**src/rtl/wb_load_unit.sv**
```systemverilog
// Load writeback unit. Keeps an in-order FIFO of outstanding load descriptors,
// formats returning load data, and shares a registered register-file write port.
module wb_load_unit #(
    parameter  int XLEN  = 32,
    parameter  int DEPTH = 4,
    localparam int OW    = $clog2(XLEN/8),
    localparam int PW    = $clog2(DEPTH)
) (
    input  logic            clk,
    input  logic            rst,
    input  logic            issue_valid,
    output logic            issue_ready,
    input  logic [4:0]      issue_rd,
    input  logic [2:0]      issue_funct3,
    input  logic [OW-1:0]   issue_offset,
    input  logic            mem_resp,
    input  logic [XLEN-1:0] mem_rdata,
    input  logic            alu_valid,
    output logic            alu_ready,
    input  logic [4:0]      alu_rd,
    input  logic [XLEN-1:0] alu_data,
    output logic            load_regfile,
    output logic [4:0]      rd_reg,
    output logic [XLEN-1:0] regfile_wdata,
    output logic [PW:0]     pending,
    output logic            resp_err
);

    localparam logic [2:0] F3_LB  = 3'b000;
    localparam logic [2:0] F3_LH  = 3'b001;
    localparam logic [2:0] F3_LW  = 3'b010;
    localparam logic [2:0] F3_LD  = 3'b011;
    localparam logic [2:0] F3_LBU = 3'b100;
    localparam logic [2:0] F3_LHU = 3'b101;
    localparam logic [2:0] F3_LWU = 3'b110;

    typedef struct packed {
        logic [4:0]    rd;
        logic [2:0]    funct3;
        logic [OW-1:0] offset;
    } desc_t;

    function automatic logic is_legal(input logic [2:0] f3);
        logic ok;
        case (f3)
            F3_LB, F3_LH, F3_LW, F3_LBU, F3_LHU: ok = 1'b1;
            F3_LD, F3_LWU:                       ok = (XLEN == 64);
            default:                             ok = 1'b0;
        endcase
        return ok;
    endfunction

    function automatic logic [XLEN-1:0] format_load(
        input logic [2:0]      f3,
        input logic [OW-1:0]   off,
        input logic [XLEN-1:0] word
    );
        logic [OW-1:0]   lane;
        logic [XLEN-1:0] sh;
        logic [XLEN-1:0] res;
        // Lane start is the offset aligned down to the access size.
        case (f3)
            F3_LB, F3_LBU:        lane = off;
            F3_LH, F3_LHU:        lane = off & ~OW'(1);
            F3_LD:                lane = '0;
            default:              lane = off & ~OW'(3);
        endcase
        sh = word >> {lane, 3'b000};
        case (f3)
            F3_LB:   res = XLEN'($signed(sh[7:0]));
            F3_LBU:  res = XLEN'(sh[7:0]);
            F3_LH:   res = XLEN'($signed(sh[15:0]));
            F3_LHU:  res = XLEN'(sh[15:0]);
            F3_LWU:  res = XLEN'(sh[31:0]);
            F3_LD:   res = sh;
            default: res = XLEN'($signed(sh[31:0]));
        endcase
        return res;
    endfunction

    // NOTE: descriptor storage has no reset; only pointers and count define validity.
    desc_t fifo_q [DEPTH];

    logic [PW-1:0]   wr_ptr_q, wr_ptr_d;
    logic [PW-1:0]   rd_ptr_q, rd_ptr_d;
    logic [PW:0]     count_q, count_d;
    logic            err_q, err_d;
    logic            we_q, we_d;
    logic [4:0]      rd_q, rd_d;
    logic [XLEN-1:0] wdata_q, wdata_d;

    logic  push, pop, drop;
    desc_t head, issue_desc;

    assign issue_ready = (count_q != (PW+1)'(DEPTH));
    assign alu_ready   = !mem_resp;
    assign push        = issue_valid && issue_ready;
    assign pop         = mem_resp && (count_q != '0);
    assign drop        = mem_resp && (count_q == '0);
    assign head        = fifo_q[rd_ptr_q];

    // Unsupported load types are queued as lw so the response still retires.
    always_comb begin
        issue_desc.rd     = issue_rd;
        issue_desc.funct3 = is_legal(issue_funct3) ? issue_funct3 : F3_LW;
        issue_desc.offset = issue_offset;
    end

    // NOTE: every combinational output gets a default first so no latch is inferred.
    always_comb begin
        wr_ptr_d = push ? wr_ptr_q + PW'(1) : wr_ptr_q;
        rd_ptr_d = pop  ? rd_ptr_q + PW'(1) : rd_ptr_q;
        count_d  = count_q;
        case ({push, pop})
            2'b10:   count_d = count_q + (PW+1)'(1);
            2'b01:   count_d = count_q - (PW+1)'(1);
            default: count_d = count_q;
        endcase

        err_d = err_q | drop | (push && !is_legal(issue_funct3));

        we_d    = 1'b0;
        rd_d    = rd_q;
        wdata_d = wdata_q;
        if (pop) begin
            if (head.rd != '0) begin
                we_d    = 1'b1;
                rd_d    = head.rd;
                wdata_d = format_load(head.funct3, head.offset, mem_rdata);
            end
        end else if (alu_valid && alu_ready && (alu_rd != '0)) begin
            we_d    = 1'b1;
            rd_d    = alu_rd;
            wdata_d = alu_data;
        end
    end

    always_ff @(posedge clk) begin
        if (push) begin
            fifo_q[wr_ptr_q] <= issue_desc;
        end
    end

    // NOTE: sequential state uses non-blocking assignments so all registers update together.
    always_ff @(posedge clk or posedge rst) begin
        if (rst) begin
            wr_ptr_q <= '0;
            rd_ptr_q <= '0;
            count_q  <= '0;
            err_q    <= 1'b0;
            we_q     <= 1'b0;
            rd_q     <= '0;
            wdata_q  <= '0;
        end else begin
            wr_ptr_q <= wr_ptr_d;
            rd_ptr_q <= rd_ptr_d;
            count_q  <= count_d;
            err_q    <= err_d;
            we_q     <= we_d;
            rd_q     <= rd_d;
            wdata_q  <= wdata_d;
        end
    end

    assign load_regfile  = we_q;
    assign rd_reg        = rd_q;
    assign regfile_wdata = wdata_q;
    assign pending       = count_q;
    assign resp_err      = err_q;

endmodule

```
**config.mk**
```make
export PLATFORM = sky130hd
export DESIGN_NAME = wb_load_unit
export DESIGN_NICKNAME = d
export VERILOG_FILES = /design/src/rtl/wb_load_unit.sv
export SDC_FILE = /design/constraint.sdc
export NUM_CORES = 1
export LEC_CHECK = 0
export CAP_MARGIN = 15
export CELL_PAD_IN_SITES_DETAIL_PLACEMENT = 1
export CELL_PAD_IN_SITES_GLOBAL_PLACEMENT = 2
export CORE_MARGIN = 4
export CORE_UTILIZATION = 30
export CTS_CLUSTER_SIZE = 16
export DETAILED_ROUTE_END_ITERATION = 12
export GPL_ROUTABILITY_DRIVEN = 0
export PLACE_DENSITY = 0.8
export SKIP_LAST_GASP = 1
export SLEW_MARGIN = 20
export SYNTH_ARGS = -nofsm -noshare
export SYNTH_HDL_FRONTEND = slang
export SYNTH_SLANG_ARGS = --single-unit
```
**constraint.sdc**
```tcl
create_clock -name clk -period 3.5 [get_ports clk]
set_input_delay 0.7 -clock clk [delete_from_list [all_inputs] [get_ports clk]]
set_output_delay 0.7 -clock clk [all_outputs]
set_load 0.03 [all_outputs]
```
==> results.py <==
metrics = {
    "synth": {
        "ys.flop_type": "dfrtp_1",
        "synth_top_family_by_area": "multiplexers",
        "async_flop_share_pct": 53.5,
        "synth-edff-count": 40,
        "synthXorXnorAreaFrac_pct": 1.24,
        "synthTopCellsByCount": "46 x dfrtp_1, 43 x nand2_1, 40 x edfxtp_1",
        "synth_cells": 358,
        "ys_types": 41,
        "synth_top_area_share_pct": 28.3,
        "post_synth.cell_area_avg_um2": 11.9,
        "yosysWarnings": 0,
        "synth_compound_area_share_pct": 11.1,
        "synth-seq-cells": 86,
        "synthAdderAreaFrac_pct": 1.95,
        "synth-simple-area-share_pct": 11.2,
        "netlist_area_mm2": 0.00424,
        "seq_area_frac_synth_pct": 55.4,
        "synthTopCellsByArea": "edfxtp_1 28%, dfrtp_1 27%, mux2i_1 9.0%",
        "yosysMostFrequentCell": "dfrtp_1",
        "syn-num-nets": 448,
        "synth_mux_area_share_pct": 14.8,
        "yosysTopAreaCell": "edfxtp_1",
    },
    "run_status": {
        "status": "completed",
    },
    "sta": {
        "final.setup.worst_slack_ns": 0.492,
        "slew_headroom_pct": 61.4,
        "setup_viol": 0,
        "finClkSkew_ns": 0.00802,
        "holdWs_ns": 0.478,
        "worstMarginPinSlew_ns": 0.580,
        "fmax_mhz": 332,
        "rsz0062_at_grt": "no",
        "fin_crit_ns": 3.01,
        "finalSetupTns_ns": 0,
        "drv_slew": 0,
        "hold_viol_final": 0,
        "post-route-period-util_pct": 85.9,
    },
    "run": {
        "cap_violations": 0,
    },
    "grt": {
        "grt_max_degree": 75,
        "grt_usage_pct": 16.5,
        "grt_overflow": 0,
        "antenna_found_initial": 0,
        "grt_pass1_wl_um": 20300,
        "first_global_vias": 3639,
    },
    "cells_and_area": {
        "final_area_mm2": 0.00602,
        "multiInputGateArea_mm2": 0.00173,
        "num-fill-cells": 1483,
        "layout-drive-gt1-share_pct": 8.26,
        "postLayoutCoreUtil_pct": 43.4,
        "fin_nets": 569,
        "seqCellArea_mm2": 0.00235,
        "syn_to_final_growth_pct": 41.8,
        "largest_reg_flops": 40,
        "fin_cells": 664,
        "diodes": 0,
    },
    "clock_network": {
        "cts.htree.levels": 3,
        "tritoncts": "yes",
        "clock_path_buffers": 2,
        "cts_made_buffers": 9,
        "cts.sinks": 86,
        "cts_hold_buffers": 0,
        "clk_pin_slew_ns": 0.06,
        "clock_latency_ns": 0.35,
        "cts_resized": 0,
        "cts_setup_buffers": 0,
        "root_buffer": "clkbuf_16",
    },
    "critical_path": {
        "cp.buffers_inverters": 2,
        "slowest_delay_ns": 0.58,
        "cpMostUsedCell": "buf_4",
        "cp.required_ns": 3.73,
        "cp.arrival_ns": 3.23,
        "crit_type": "register to register",
        "cp_slowest_cell": "mux4_2",
        "cp-start-kind": "register",
        "r2r-end": "regfile_wdata[28]$_DFFE_PP0P_",
        "crit_cells": 8,
        "worst-path-max-fanout": 16,
        "worstPathCellList": "buf_4 -> mux4_2 -> nand2b_1 -> a2111o_1 -> o2111a_1 -> nor4_4 -> buf_4 -> o41ai_1",
        "reg2reg_from": "rd_ptr_q[0]$_DFFE_PP0N_",
        "reg2reg_slack_ns": 0.49,
        "critPathTopFamily": "compound AO/OA/AOI/OAI gates",
        "endpoint_kind": "register",
        "r2r_cells": 8,
    },
    "die": {
        "die_w_um": 127,
        "core_area_mm2": 0.0139,
        "ios": 128,
        "start_util_pct": 30.6,
        "fp-row-count": 43,
        "die-area_mm2": 0.0161,
        "chipHeight_um": 127,
    },
    "placed_design": {
        "hpwl_um": 9930,
        "dp.cells": 648,
        "dpl_cell_area_mm2": 0.00571,
        "portBuffers": 127,
        "post-place-ws_ns": 0.339,
    },
    "drt": {
        "finalWirelength_um": 13200,
        "vias_per_cell": 4.99,
        "antenna_left": 0,
        "drcViolationCount": 0,
        "dr.pass1.iters": 4,
        "drt_iter0_drc": 153,
        "num_vias": 3311,
        "wire_per_inst_um": 19.9,
    },
    "worst_hold_path": {
        "holdPathEnd": "regfile_wdata[14]$_DFFE_PP0P_",
        "worstHoldPathType": "register to register",
        "whs_path_depth": 2,
        "hp-start": "regfile_wdata[14]$_DFFE_PP0P_",
    },
    "power_and_ir_drop": {
        "power_density_mw_per_mm2": 885,
        "ir_worst_vdd_mv": 0.647,
        "design_power_total_mw": 5.33,
        "leakagePower_nw": 2.34,
    },
}
## cells by family after synthesis
kind of cell | Yosys count
buffers and inverters | 40
and+or+nand+nor | 104
AOI/OAI and AO/OA | 66
DFF | 86
xor gates and xnor gates | 6
adders and majority gates | 6
muxes | 50
## per-layer routing
| layer | track usage (%) | vias to the layer above | routed length [µm] |
|---|---|---|---|
| met4 | 5.49 | 0 | 257 |
| met3 | 4.08 | 16 | 592 |
| met5 | 0 | - | 0 |
| met2 | 30.1 | 93 | 6830 |
| li1 | - | 1569 | - |
| met1 | 18.9 | 1633 | 5510 |
## cell type report
type,count,share of cell area [%]
clock buffer,9,3.74
clock inverter,7,1.33
inverter,14,0.873
multi-input combinational,232,28.8
sequential,86,39.1
tap,180,3.74
timing repair buffer,136,22.4
## worst reg2reg max path, stage by stage (launching register included)
cell      delay (ns)
dfrtp_1         0.57
buf_4           0.28
mux4_2          0.59
nand2b_1        0.15
a2111o_1        0.14
o2111a_1        0.46
nor4_4          0.08
buf_4           0.22
o41ai_1         0.40
## power breakdown
part           total, mW  internal (mW)  leakage (nW)  switching, mW
clock              0.985          0.563         0.150          0.422
sequential          1.65           1.43         0.915          0.224
combinational       2.69           1.14          1.27           1.55
total               5.33           3.13          2.34           2.20
## worst max path at each step
stage / from / endpoint / slack, ns
2_1_floorplan: rd_ptr_q[0]$_DFFE_PP0N_ / regfile_wdata[19]$_DFFE_PP0P_ / 0.77
3_3_place_gp: mem_rdata[31] / regfile_wdata[31]$_DFFE_PP0P_ / 0.60
3_5_place_dp: mem_rdata[31] / regfile_wdata[22]$_DFFE_PP0P_ / 0.34
4_1_cts: rd_ptr_q[0]$_DFFE_PP0N_ / regfile_wdata[22]$_DFFE_PP0P_ / 0.45
5_1_grt: rd_ptr_q[0]$_DFFE_PP0N_ / regfile_wdata[28]$_DFFE_PP0P_ / 0.24
6_report: rd_ptr_q[0]$_DFFE_PP0N_ / regfile_wdata[28]$_DFFE_PP0P_ / 0.49
## layout by cell type, fill, tap and decap left out, types with 10 or more instances in the layout
cell type and count:
clkdlybuf4s50_1 127, nand2_1 43, edfxtp_1 40, o21ai_0 23
o41ai_1 16, mux4_2 10, nor3_1 21, inv_1 12
dfrtp_1 46, nor2_1 22, mux2i_1 38
(Power assumes the default switching activity.)
